===== config.mk =====
export PLATFORM = sky130hd
export DESIGN_NAME = matrix_stream_loader
export DESIGN_NICKNAME = d
export VERILOG_FILES = /design/src/rtl/matrix_stream_loader.sv
export SDC_FILE = /design/constraint.sdc
export NUM_CORES = 1
export LEC_CHECK = 0
export BUFFER_PORTS_ARGS = -buffer_cell sky130_fd_sc_hd__buf_4
export CAP_MARGIN = 40
export CORE_MARGIN = 4
export CORE_UTILIZATION = 59
export CTS_BUF_LIST = sky130_fd_sc_hd__clkbuf_8
export CTS_CLUSTER_DIAMETER = 50
export DETAILED_ROUTE_END_ITERATION = 16
export PLACE_DENSITY = 0.88
export SYNTH_ARGS = -nofsm -noshare
export SYNTH_HDL_FRONTEND = slang
export SYNTH_SLANG_ARGS = --single-unit

===== constraint.sdc =====
create_clock -name clk -period 4.77 [get_ports clk]
set_clock_uncertainty 0.1 [all_clocks]
set_input_delay 0.477 -clock clk [delete_from_list [all_inputs] [get_ports clk]]
set_output_delay 0.477 -clock clk [all_outputs]
set_load 0.005 [all_outputs]

===== src/rtl/matrix_stream_loader.sv =====
// Streams a row-major m x n matrix into storage, issuing one registered write per accepted element.
// Optional feature: define MATRIX_LOADER_TRANSPOSE_EN to add a transpose input that swaps write addresses.
module matrix_stream_loader #(
    parameter int DATA_W  = 32,
    parameter int DIM_W   = 8,
    parameter int MAX_DIM = 128
) (
    input  logic              clk,
    input  logic              reset,
    input  logic              start,
    input  logic              abort,
    input  logic [DIM_W-1:0]  m_dim,
    input  logic [DIM_W-1:0]  n_dim,
`ifdef MATRIX_LOADER_TRANSPOSE_EN
    input  logic              transpose,
`endif
    input  logic              in_valid,
    input  logic [DATA_W-1:0] in_data,
    output logic              in_ready,
    output logic              wr_en,
    output logic [DIM_W-1:0]  wr_m_addr,
    output logic [DIM_W-1:0]  wr_n_addr,
    output logic [DATA_W-1:0] wr_data,
    output logic              busy,
    output logic              done,
    output logic              err
);

    typedef enum logic [1:0] {
        ST_IDLE,
        ST_LOAD,
        ST_FLUSH
    } state_e;

    state_e              state_q, state_d;
    logic [DIM_W-1:0]    m_q, m_d, n_q, n_d;
    logic [DIM_W-1:0]    row_q, row_d, col_q, col_d;
    logic                trans_q, trans_d;
    logic                wr_en_q, wr_en_d, err_q, err_d;
    logic [DIM_W-1:0]    wr_m_q, wr_m_d, wr_n_q, wr_n_d;
    logic [DATA_W-1:0]   wr_data_q, wr_data_d;
    logic                accept, last_col, last_row, dims_bad, trans_in;

    localparam logic [DIM_W:0] MAX_LIM = (DIM_W+1)'(MAX_DIM);

    function automatic logic shape_bad(input logic [DIM_W-1:0] rows, input logic [DIM_W-1:0] cols);
        return (rows == '0) || (cols == '0) || ({1'b0, rows} > MAX_LIM) || ({1'b0, cols} > MAX_LIM);
    endfunction

`ifdef MATRIX_LOADER_TRANSPOSE_EN
    assign trans_in = transpose;
    assign dims_bad = shape_bad(m_dim, n_dim) || (transpose && shape_bad(n_dim, m_dim));
`else
    assign trans_in = 1'b0;
    assign dims_bad = shape_bad(m_dim, n_dim);
`endif

    // Gating in_ready with abort keeps the handshake honest: an aborted cycle never consumes in_data.
    assign in_ready = (state_q == ST_LOAD) && !abort;
    assign accept   = in_valid && in_ready;
    assign last_col = (col_q == n_q - DIM_W'(1));
    assign last_row = (row_q == m_q - DIM_W'(1));

    // NOTE: every combinational output gets a default first so no path can infer a latch.
    always_comb begin
        state_d   = state_q;
        m_d       = m_q;
        n_d       = n_q;
        row_d     = row_q;
        col_d     = col_q;
        trans_d   = trans_q;
        err_d     = 1'b0;
        wr_en_d   = 1'b0;
        wr_m_d    = wr_m_q;
        wr_n_d    = wr_n_q;
        wr_data_d = wr_data_q;
        case (state_q)
            ST_IDLE: begin
                if (start) begin
                    if (dims_bad) begin
                        err_d = 1'b1;
                    end else begin
                        m_d     = m_dim;
                        n_d     = n_dim;
                        trans_d = trans_in;
                        row_d   = '0;
                        col_d   = '0;
                        state_d = ST_LOAD;
                    end
                end
            end
            ST_LOAD: begin
                if (abort) begin
                    state_d = ST_IDLE;
                end else if (accept) begin
                    wr_en_d   = 1'b1;
                    wr_m_d    = trans_q ? col_q : row_q;
                    wr_n_d    = trans_q ? row_q : col_q;
                    wr_data_d = in_data;
                    if (last_col) begin
                        col_d = '0;
                        row_d = row_q + DIM_W'(1);
                        if (last_row) state_d = ST_FLUSH;
                    end else begin
                        col_d = col_q + DIM_W'(1);
                    end
                end
            end
            ST_FLUSH: state_d = ST_IDLE;
            default:  state_d = ST_IDLE;
        endcase
    end

    // NOTE: sequential state uses non-blocking assignments so all registers update together.
    always_ff @(posedge clk or posedge reset) begin
        if (reset) begin
            state_q   <= ST_IDLE;
            m_q       <= '0;
            n_q       <= '0;
            row_q     <= '0;
            col_q     <= '0;
            trans_q   <= 1'b0;
            wr_en_q   <= 1'b0;
            err_q     <= 1'b0;
            wr_m_q    <= '0;
            wr_n_q    <= '0;
            wr_data_q <= '0;
        end else begin
            state_q   <= state_d;
            m_q       <= m_d;
            n_q       <= n_d;
            row_q     <= row_d;
            col_q     <= col_d;
            trans_q   <= trans_d;
            wr_en_q   <= wr_en_d;
            err_q     <= err_d;
            wr_m_q    <= wr_m_d;
            wr_n_q    <= wr_n_d;
            wr_data_q <= wr_data_d;
        end
    end

    assign wr_en     = wr_en_q;
    assign wr_m_addr = wr_m_q;
    assign wr_n_addr = wr_n_q;
    assign wr_data   = wr_data_q;
    assign err       = err_q;
    assign busy      = (state_q != ST_IDLE);
    // The last write is already registered when FLUSH is entered, so done lines up with it.
    assign done      = (state_q == ST_FLUSH) && !abort;

endmodule


==> results of run 1 <==
worst paths after layout:
check                              startpoint                 endpoint  cells after the start
setup / recovery           n_q[0]$_DFFE_PP0P_     col_q[0]$_DFFE_PP0P_                      9
max in group asynchronous               reset            err$_DFF_PP0_                      5
hold / removal                       m_dim[3]       m_q[3]$_DFFE_PP0P_                      3
hold reg to reg            n_q[7]$_DFFE_PP0P_       n_q[7]$_DFFE_PP0P_                      2
min in group asynchronous               reset  wr_data[16]$_DFFE_PP0P_                      3
setup reg to reg           n_q[0]$_DFFE_PP0P_     col_q[0]$_DFFE_PP0P_                      9
power groups by stage:
stage                     Combinational [uW]  Sequential, uW  Clock, uW
final                                    594             977        550
after global placement                   558             976          0
after detailed placement                 589             986          0
after floorplan                          324             964          0
after global routing                     652             997        587
after CTS                                597             975        558
final cells by class:
| cell class | count | share of cell area, % |
|---|---|---|
| clock inverters | 6 | 1.760 |
| repair buffers | 110 | 16.42 |
| well taps | 77 | 1.882 |
| clock buffers | 9 | 2.419 |
| inverters | 11 | 0.8309 |
| multi-input cells | 254 | 35.63 |
| flip-flops and latches | 84 | 41.06 |
critical path, delay by kind of cell (launching register included):
| family | cells | cell delay, ps |
|---|---|---|
| muxes | 1 | 330 |
| AOI/OAI and AO/OA | 2 | 1000 |
| and+or+nand+nor | 3 | 650 |
| adders and majority gates | 1 | 310 |
| xor gates and xnor gates | 1 | 150 |
| DFF | 1 | 430 |
| buffers and inverters | 1 | 110 |
cell usage after synthesis (all sizes together), types with 3 or more instances:
library cell / number / area [um^2]
a22o: 4 / 35.03
or3: 3 / 18.77
nand2: 54 / 202.7
and2: 3 / 18.77
nor4: 5 / 61.31
inv: 11 / 41.29
mux2: 50 / 563.0
a21o: 3 / 22.52
nor3: 7 / 35.03
ha: 4 / 50.05
o21ai: 17 / 85.08
clkbuf: 7 / 27.52
dfrtp: 84 / 2102
o31ai: 3 / 22.52
a21oi: 12 / 60.06
nor2: 19 / 71.32
nand4: 6 / 37.54
nand3: 6 / 35.03
and3: 3 / 18.77
nor2b: 3 / 18.77
buf: 8 / 43.79
xnor2: 13 / 113.9
or4: 3 / 22.52
xor2: 10 / 87.58
a31o: 3 / 26.28
logic make-up after synthesis:
group                      after synthesis  share of synthesized area (%)
xor gates and xnor gates                23                          4.988
muxes                                   51                          14.19
and+or+nand+nor                        121                          15.24
AOI/OAI and AO/OA                       55                          9.511
DFF                                     84                          52.04
adders and majority gates                4                          1.239
buffers and inverters                   26                          2.788
repair_timing:
action	CTS	global route
endpoints found under the hold margin	10	0
setup buffers	0	0
hold buffers	1	0
routing by layer:
metal / track usage [%] / up-vias / routed length, um
met2: 41.57 / 163 / 5141
li1: - / 1497 / -
met4: 11.35 / 0 / 337
met1: 31.49 / 1592 / 3833
met5: 0 / - / 0
met3: 6.250 / 44 / 738
flip-flops by register name, summed over array words and instances (netlist names):
| name | flops |
|---|---|
| row_q | 8 |
| col_q | 8 |
| m_q | 8 |
| state_q | 2 |
| wr_data | 32 |
| n_q | 8 |
| wr_en | 1 |
| wr_m_addr | 8 |
| wr_n_addr | 8 |
| err | 1 |
stage by stage:
stage | area, um^2 | power (uW) | hold WS, ps | setup WS (ps) | utilization [%]
after floorplan | 4039 | 1288 | 356.0 | 2028 | -
after global placement | 4876 | 1533 | 378.2 | 1703 | 75.07
after detailed placement | 4896 | 1575 | 311.2 | 1574 | 75.38
after CTS | 5120 | 2131 | 209.6 | 1630 | 78.83
after global routing | 5120 | 2236 | 213.8 | 1348 | 78.83
final | 5120 | 2121 | 220.0 | 1594 | 78.83
cells in the final DEF, fill, tap and decap left out, types with 4 or more instances in the layout:
cell	count
xor2_1	10
nand4_1	6
o21ai_0	17
clkbuf_8	9
nand2_1	54
nor2_1	19
nor3_1	7
a22o_1	4
mux2_2	50
a21oi_1	12
inv_1	10
nand3_1	5
buf_4	108
ha_1	4
xnor2_1	13
dfrtp_1	84
==> flow_metrics.tcl, run 1 <==
set metrics [dict create \
    fill_cells 396 \
    final.setup.tns_ps 0 \
    cp.arrival_ps 3320 \
    dieArea_um2 8233 \
    synthCells 364 \
    clockPowerShare_pct 25.9 \
    leakage_uw 0.002501 \
    slew_viol_final 0 \
    register_area_um2 2102 \
    hold_path.class "primary input to flop" \
    fin_nets 527 \
    drt_drc_violations_left 0 \
    routed_via_density 5.982 \
    dp_hpwl_um 7231 \
    async_reset_ff_share_pct 100.0 \
    finalCriticalPeriod_ps 3176 \
    dpl.cell_count 535 \
    slowest_stage "a21oi_1" \
    p_per_area_nw_per_um2 414.3 \
    swShare_pct 30.34 \
    drtIter0Drc 269 \
    wl_per_cell_um 18.24 \
    first_pass_iters 6 \
    htreeDepth 3 \
    slowest_delay_ps 650 \
    synth_cell_types 50 \
    peakVddDrop_mv 0.3865 \
    antenna_found_initial 0 \
    timing_hold_violations_final 0 \
    core_area_um2 6495 \
    place.gp.congestion 0.9019 \
    ys_seq_area_share_pct 52.04 \
    ant_nets 0 \
    tightest_slew_ps 811.0 \
    synth_ff_type "dfrtp_1" \
    reg2reg_slack_ps 1590 \
    antenna_cells 0 \
    boundaryPins 106 \
    syn_area_per_cell_um2 11.10 \
    clock_sinks 84 \
    die_w_um 90.74 \
    rows 29 \
    slew_headroom_pct 45.93 \
    grt_pass1_wl_um 16510 \
    grt_overflow 0 \
    routed_wl_um 10050 \
    switchingPower_uw 643.5 \
    worstSetupPathType "flop to flop" \
    ys_ff_latch 84 \
    num_vias 3296 \
    ys_warn_count 0 \
    fin_crit_sh_pct 66.58 \
    cts_resized 0 \
    required_ps 4920 \
    synth_edf_count 0 \
    start_kind "flop" \
    clk_pin_slew_ps 90 \
    clk_latency_ps 360 \
    areaGrowthSynthToFinish_pct 26.77 \
    power_frac_comb_pct 28.0 \
    grt_max_degree 40 \
    syn-num-nets 421 \
    multiInputGateArea_um2 1824 \
    chipHeight_um 90.74 \
    p_int_uw 1478 \
    cts_buffer_depth 2 \
    cts_made_buffers 9 \
    cts_root_buffer "clkbuf_8" \
    critPathCaptureType "flop" \
    crit_path_cell_trace "inv_1 -> ha_1 -> nor3b_1 -> xnor2_1 -> nand3_1 -> o311a_1 -> a21oi_1 -> nor2_1 -> mux2_2" \
    portBuffers 105 \
    drive_above_1_share_pct 38.82 \
    track_usage_pct 25.28 \
    fin_cells 551 \
    cts_tree "built" \
    start_util_pct 62.18 \
    drv_cap 0 \
    setup_violations 0 \
    sequentialPowerShare_pct 46.1 \
    outcome "complete, no violations" \
    grt_pass1_vias 3381 \
    rsz0062_at_grt "false" \
    synthesis.area_um2 4039 \
    fmax_mhz 314.9 \
    cp_max_fo 11 \
]
Power figures use the tool's default switching activity.
==> inputs of run 2 (changes only) <==
- ABC_AREA: unset -> 1
- CORE_UTILIZATION: 59 -> 50
- PLACE_DENSITY: 0.88 -> 0.79
- clock period: 4.77 -> 2.65 ns (I/O delays scaled with it)
==> flow_metrics.tcl, run 2 <==
set metrics [dict create \
    outcome "complete, no violations" \
    clk_latency_ps 350 \
    critPathCaptureType "flop" \
    boundaryPins 106 \
    synth_edf_count 0 \
    fin_nets 717 \
    netlist_top_cells_area "dfrtp_1 49%, nand2_1 19%, inv_1 4.4%, nand3_1 4.3%, nor2_1 3.8%" \
    dp_hpwl_um 7452 \
    synth_ff_type "dfrtp_1" \
    clock_sinks 84 \
    antenna_found_initial 0 \
    antenna_cells 0 \
    ys_seq_area_share_pct 49.21 \
    first_pass_iters 4 \
    grt_overflow 0 \
    die_w_um 100.4 \
    finalCriticalPeriod_ps 2093 \
    ys_ff_latch 84 \
    ant_nets 0 \
    layout_commonest_cell "nand2_1" \
    drv_cap 0 \
    setup_violations 0 \
    wl_per_cell_um 13.06 \
    clk_pin_slew_ps 90 \
    cts_setup_buffers 0 \
    whs_ps 13.23 \
    track_usage_pct 20.65 \
    htreeDepth 3 \
    start_kind "flop" \
    postCtsHoldBufs 3 \
    place.gp.congestion 0.8961 \
    cp_max_fo 16 \
    p_per_area_nw_per_um2 918.4 \
    routed_via_density 5.010 \
    timing_hold_violations_final 0 \
    num_vias 3858 \
    crit_path_cell_trace "inv_2 -> ha_1 -> nand2_1 -> nor2_1 -> nand2_1 -> nand2_1 -> nand3_2 -> nor2_4 -> nand2_4 -> nand2_4 -> nand2_4 -> nand2_1 -> o21ai_2" \
    largest_reg_flops 32 \
    synth_compound_area_share_pct 6.796 \
    synth.area.mux_share_pct 0 \
    cp.arrival_ps 2230 \
    slew_viol_final 0 \
    final.setup.tns_ps 0 \
    cts_resized 0 \
    slowest_delay_ps 420 \
    synth_top_family_by_area "simple AND/OR/NAND/NOR gates" \
    synth_cell_types 27 \
    dieArea_um2 10090 \
    routed_wl_um 10060 \
    required_ps 2780 \
    grt_max_degree 85 \
    core_area_um2 8258 \
    register_area_um2 2102 \
    grt_pass1_wl_um 16880 \
    synth_top_cell_by_area "dfrtp_1" \
    syn-num-nets 609 \
    rsz0062_at_grt "false" \
    fill_cells 711 \
    drt_drc_violations_left 0 \
    cts_buffer_depth 2 \
    areaGrowthSynthToFinish_pct 25.57 \
    synthCells 552 \
    worstSetupPathType "flop to flop" \
    synth-simple-area-share_pct 33.22 \
    peakVddDrop_mv 0.4121 \
    hold_path.class "primary input to flop" \
    timing.critical_path.mode_cell "nand2_1" \
    syn_area_per_cell_um2 7.738 \
    fin_crit_sh_pct 78.97 \
    cts_made_buffers 9 \
    synthesis.area_um2 4272 \
    synthAdderAreaFrac_pct 1.172 \
    rows 33 \
    cts_tree "built" \
    synthMostInstantiatedCell "nand2_1" \
    leakage_uw 0.002865 \
    grt_pass1_vias 3607 \
    multiInputGateArea_um2 1882 \
    chipHeight_um 100.4 \
    cts_root_buffer "clkbuf_8" \
    synth_xor_area_share_pct 2.871 \
    tightest_slew_ps 556.1 \
    drive_above_1_share_pct 23.61 \
    slew_headroom_pct 62.93 \
    ys_warn_count 0 \
    slowest_stage "dfrtp_1" \
    synth_top_area_share_pct 49.21 \
    final_cell_mix "212 x nand2_1, 108 x buf_4, 84 x dfrtp_1" \
    drtIter0Drc 224 \
    portBuffers 105 \
    fmax_mhz 477.9 \
    async_reset_ff_share_pct 100.0 \
    ys_top_cells_by_count "212 x nand2_1, 84 x dfrtp_1, 50 x inv_1" \
    start_util_pct 51.73 \
]
==> run 2: worst max-delay path, delay by kind of cell (launching register included) <==
family	cells	cell delay, ps
buffers and inverters	1	110
AO/OA/AOI/OAI	1	60
flip-flops	1	420
adder cells (fa/ha/maj)	1	230
AND/OR/NAND/NOR	10	1050
==> run 2: report_power, final <==
group / switching [uW] / internal, uW / total (uW)
sequential: 366 / 1740 / 2100
combinational: 1080 / 909 / 1990
clock: 484 / 345 / 830
total: 1930 / 2990 / 4930
==> run 2: worst paths after layout <==
check                           cells past startpoint                  endpoint  slack [ps]                startpoint
min in group asynchronous                           4      row_q[2]$_DFFE_PP0P_         470                     reset
max in group asynchronous                           4      row_q[7]$_DFFE_PP0P_        1620                     reset
worst max-delay path                               13      row_q[4]$_DFFE_PP0P_         560        n_q[0]$_DFFE_PP0P_
worst min-delay path                                3    wr_data[5]$_DFFE_PP0P_          10                in_data[5]
worst max register to register                     13      row_q[4]$_DFFE_PP0P_         560        n_q[0]$_DFFE_PP0P_
worst min register to register                      2  wr_m_addr[1]$_DFFE_PP0P_         380  wr_m_addr[1]$_DFFE_PP0P_
==> run 2: logic make-up (layout without fill, tap and decap cells) <==
family | after synthesis | after routing
buffers and inverters | 71 | 184
flip-flops | 84 | 84
AO/OA/AOI/OAI | 52 | 52
adder cells (fa/ha/maj) | 4 | 4
XOR/XNOR | 14 | 14
AND/OR/NAND/NOR | 327 | 327
==> run 2: stage by stage <==
step	power, uW	area [um^2]	utilization [%]	setup WS [ps]	std cells
3_5_place_dp	4132	5157	62.45	587.7	751
5_1_grt	5322	5364	64.95	331.7	770
2_1_floorplan	3246	4272	-	119.9	552
6_report	4926	5364	64.95	557.3	770
3_3_place_gp	4044	5157	62.45	663.2	751
4_1_cts	4963	5364	64.95	553.3	770
==> run 2: cell type report <==
| class | count | share of cell area [%] |
|---|---|---|
| flip-flops and latches | 84 | 39.19 |
| multi-input cells | 397 | 35.08 |
| repair buffers | 112 | 16.05 |
| inverters | 56 | 3.942 |
| well taps | 105 | 2.449 |
| clock buffers | 9 | 2.309 |
| clock inverters | 7 | 0.9797 |
==> run 2: per-layer routing <==
| layer | GRT usage, % | wire [um] | vias to the layer above |
|---|---|---|---|
| met5 | 0 | 0 | - |
| met4 | 5.285 | 65 | 0 |
| met3 | 4.239 | 822 | 6 |
| met2 | 31.45 | 4407 | 141 |
| met1 | 30.28 | 4763 | 1772 |
| li1 | - | - | 1939 |
==> inputs of run 3 (changes only) <==
- ABC_AREA: 1 -> 0
- CORE_UTILIZATION: 50 -> 55
- PLACE_DENSITY: 0.79 -> 0.83
- clock period: 2.65 -> 2.1 ns (I/O delays scaled with it)
==> flow_metrics.tcl, run 3 (synthesis gave the netlist of run 1 again) <==
set metrics [dict create \
    required_ps 2280 \
    drive_above_1_share_pct 48.32 \
    crit_path_start "n_q[0]$_DFFE_PP0P_" \
    dp_hpwl_um 8117 \
    portBuffers 105 \
    cp.arrival_ps 2950 \
    layout_commonest_cell "buf_4" \
    grt_max_degree 38 \
    largest_reg_flops 32 \
    cts_made_buffers 9 \
    outcome "finished, violations left" \
    setup_violations 18 \
    cts_tree "built" \
    fin_cells 661 \
    grt_pass1_vias 4180 \
    htreeDepth 3 \
    slew_viol_final 0 \
    violations "hold timing, setup timing" \
    track_usage_pct 32.37 \
    place.gp.congestion 0.9015 \
    drtIter0Drc 360 \
    timing_hold_violations_final 1 \
    start_kind "flop" \
    holdCritStartpoint "in_data[28]" \
    multiInputGateArea_um2 2004 \
    antenna_cells 0 \
    hold_path.class "primary input to flop" \
    cts_buffer_depth 2 \
    cts_root_buffer "clkbuf_8" \
    tightest_slew_ps 574.0 \
    sequentialPowerShare_pct 41.3 \
    p_int_uw 3550 \
    clock_sinks 84 \
    areaGrowthSynthToFinish_pct 51.27 \
    clockPowerShare_pct 22.3 \
    antenna_found_initial 1 \
    reg2reg_from "n_q[0]$_DFFE_PP0P_" \
    register_area_um2 2105 \
    fmax_mhz 360.9 \
    ant_nets 0 \
    rows 30 \
    core_area_um2 6944 \
    chipHeight_um 93.70 \
    whs_ps -3.090 \
    switchingPower_uw 1857 \
    grt_pass1_wl_um 21690 \
    grt_overflow 0 \
    drv_cap 0 \
    place_area_um2 5329 \
    routed_via_density 6.331 \
    swShare_pct 34.34 \
    clk_pin_slew_ps 90 \
    p_per_area_nw_per_um2 885.0 \
    rsz0062_at_grt "true" \
    leakage_uw 0.002943 \
    die_w_um 93.70 \
    final.setup.tns_ps -9024 \
    design_area_um2 6110 \
    first_pass_iters 8 \
    routed_wl_um 15460 \
    cp_max_fo 4 \
    fin_nets 617 \
    fin_crit_sh_pct 132.0 \
    worstSetupPathType "flop to flop" \
    fill_cells 285 \
    power_frac_comb_pct 36.3 \
    peakVddDrop_mv 0.5218 \
    dpl.cell_count 603 \
    boundaryPins 106 \
    finalCriticalPeriod_ps 2771 \
    setup_ws_ps -671.1 \
    start_util_pct 58.16 \
    design_power_total_uw 5407 \
    final_cell_mix "157 x buf_4, 82 x dfrtp_1, 53 x nand2_1" \
    critPathCaptureType "flop" \
    wl_per_cell_um 23.39 \
    clk_latency_ps 360 \
    slew_headroom_pct 61.65 \
    dieArea_um2 8779 \
    num_vias 4185 \
    drt_drc_violations_left 0 \
]
[run 3: cell count changes in the layout (fill, tap and decap cells not counted), sizes merged, moves of 29 or more]
cell         delta
mux2           +50
inv            -45
buf            +54
dlygate4sd3    +34
nand2         -166
nor2           -29
nand3          -35
[run 3: through the flow]
step                      worst slack [ps]  utilization (%)
after global placement              -252.3            76.74
final                               -671.1            87.98
after detailed placement            -315.4            76.74
after global routing                -724.8            87.98
after CTS                           -318.9            85.95
after floorplan                     -210.7                -
[run 3: power groups by stage]
stage,clock (uW),combinational [uW],sequential (uW)
after floorplan,0,760,2190
after global placement,0,1520,2170
after detailed placement,0,1600,2200
after CTS,1180,1740,2180
after global routing,1270,2080,2260
final,1210,1960,2230
[run 3: area by class of cell]
cell class,instances,share of cell area (%)
Clock inverter,7,1.270
Tap cell,96,1.966
Multi-Input combinational cell,254,32.81
Clock buffer,9,2.027
Inverter,11,0.7373
Sequential cell,84,34.45
Timing Repair Buffer,200,26.75
[run 3: path summary, 6_finish.rpt]
path / end / slack, ps / cells past startpoint
max: row_q[2]$_DFFE_PP0P_ / -670 / 10
min: wr_data[28]$_DFFE_PP0P_ / -3 / 2
max reg2reg: row_q[2]$_DFFE_PP0P_ / -670 / 10
min reg2reg: wr_m_addr[3]$_DFFE_PP0P_ / 420 / 1
max in group asynchronous: n_q[3]$_DFFE_PP0P_ / 780 / 4
min in group asynchronous: wr_m_addr[1]$_DFFE_PP0P_ / 370 / 3
[run 3: metal layers]
metal  routed length [um]  part of all wire (%)  vias up  global-route usage (%)
met4                 1359                   8.8        2                   20.46
met1                 4942                    32     2008                   35.17
met5                   17                  0.11        -                       0
met2                 7877                    51      346                   58.43
li1                     -                     -     1683                       -
met3                 1265                   8.2      146                   4.808
[run 3: what timing repair did]
item,CTS,global route
resized for setup,17,34
hold buffers,36,1
hold endpoints to repair,55,1
setup buffers,2,3
setup endpoints to repair,18,20
pin swaps,5,12
[run 3: worst max-delay path, stage by stage (launching register included)]
cell     delay (ps)
dfrtp_1         420
buf_4           150
nor2_2          180
buf_4           150
xor2_1          330
nand4_1         170
a21o_1          280
a21o_1          250
buf_6           150
or3_4           350
a21oi_4         180
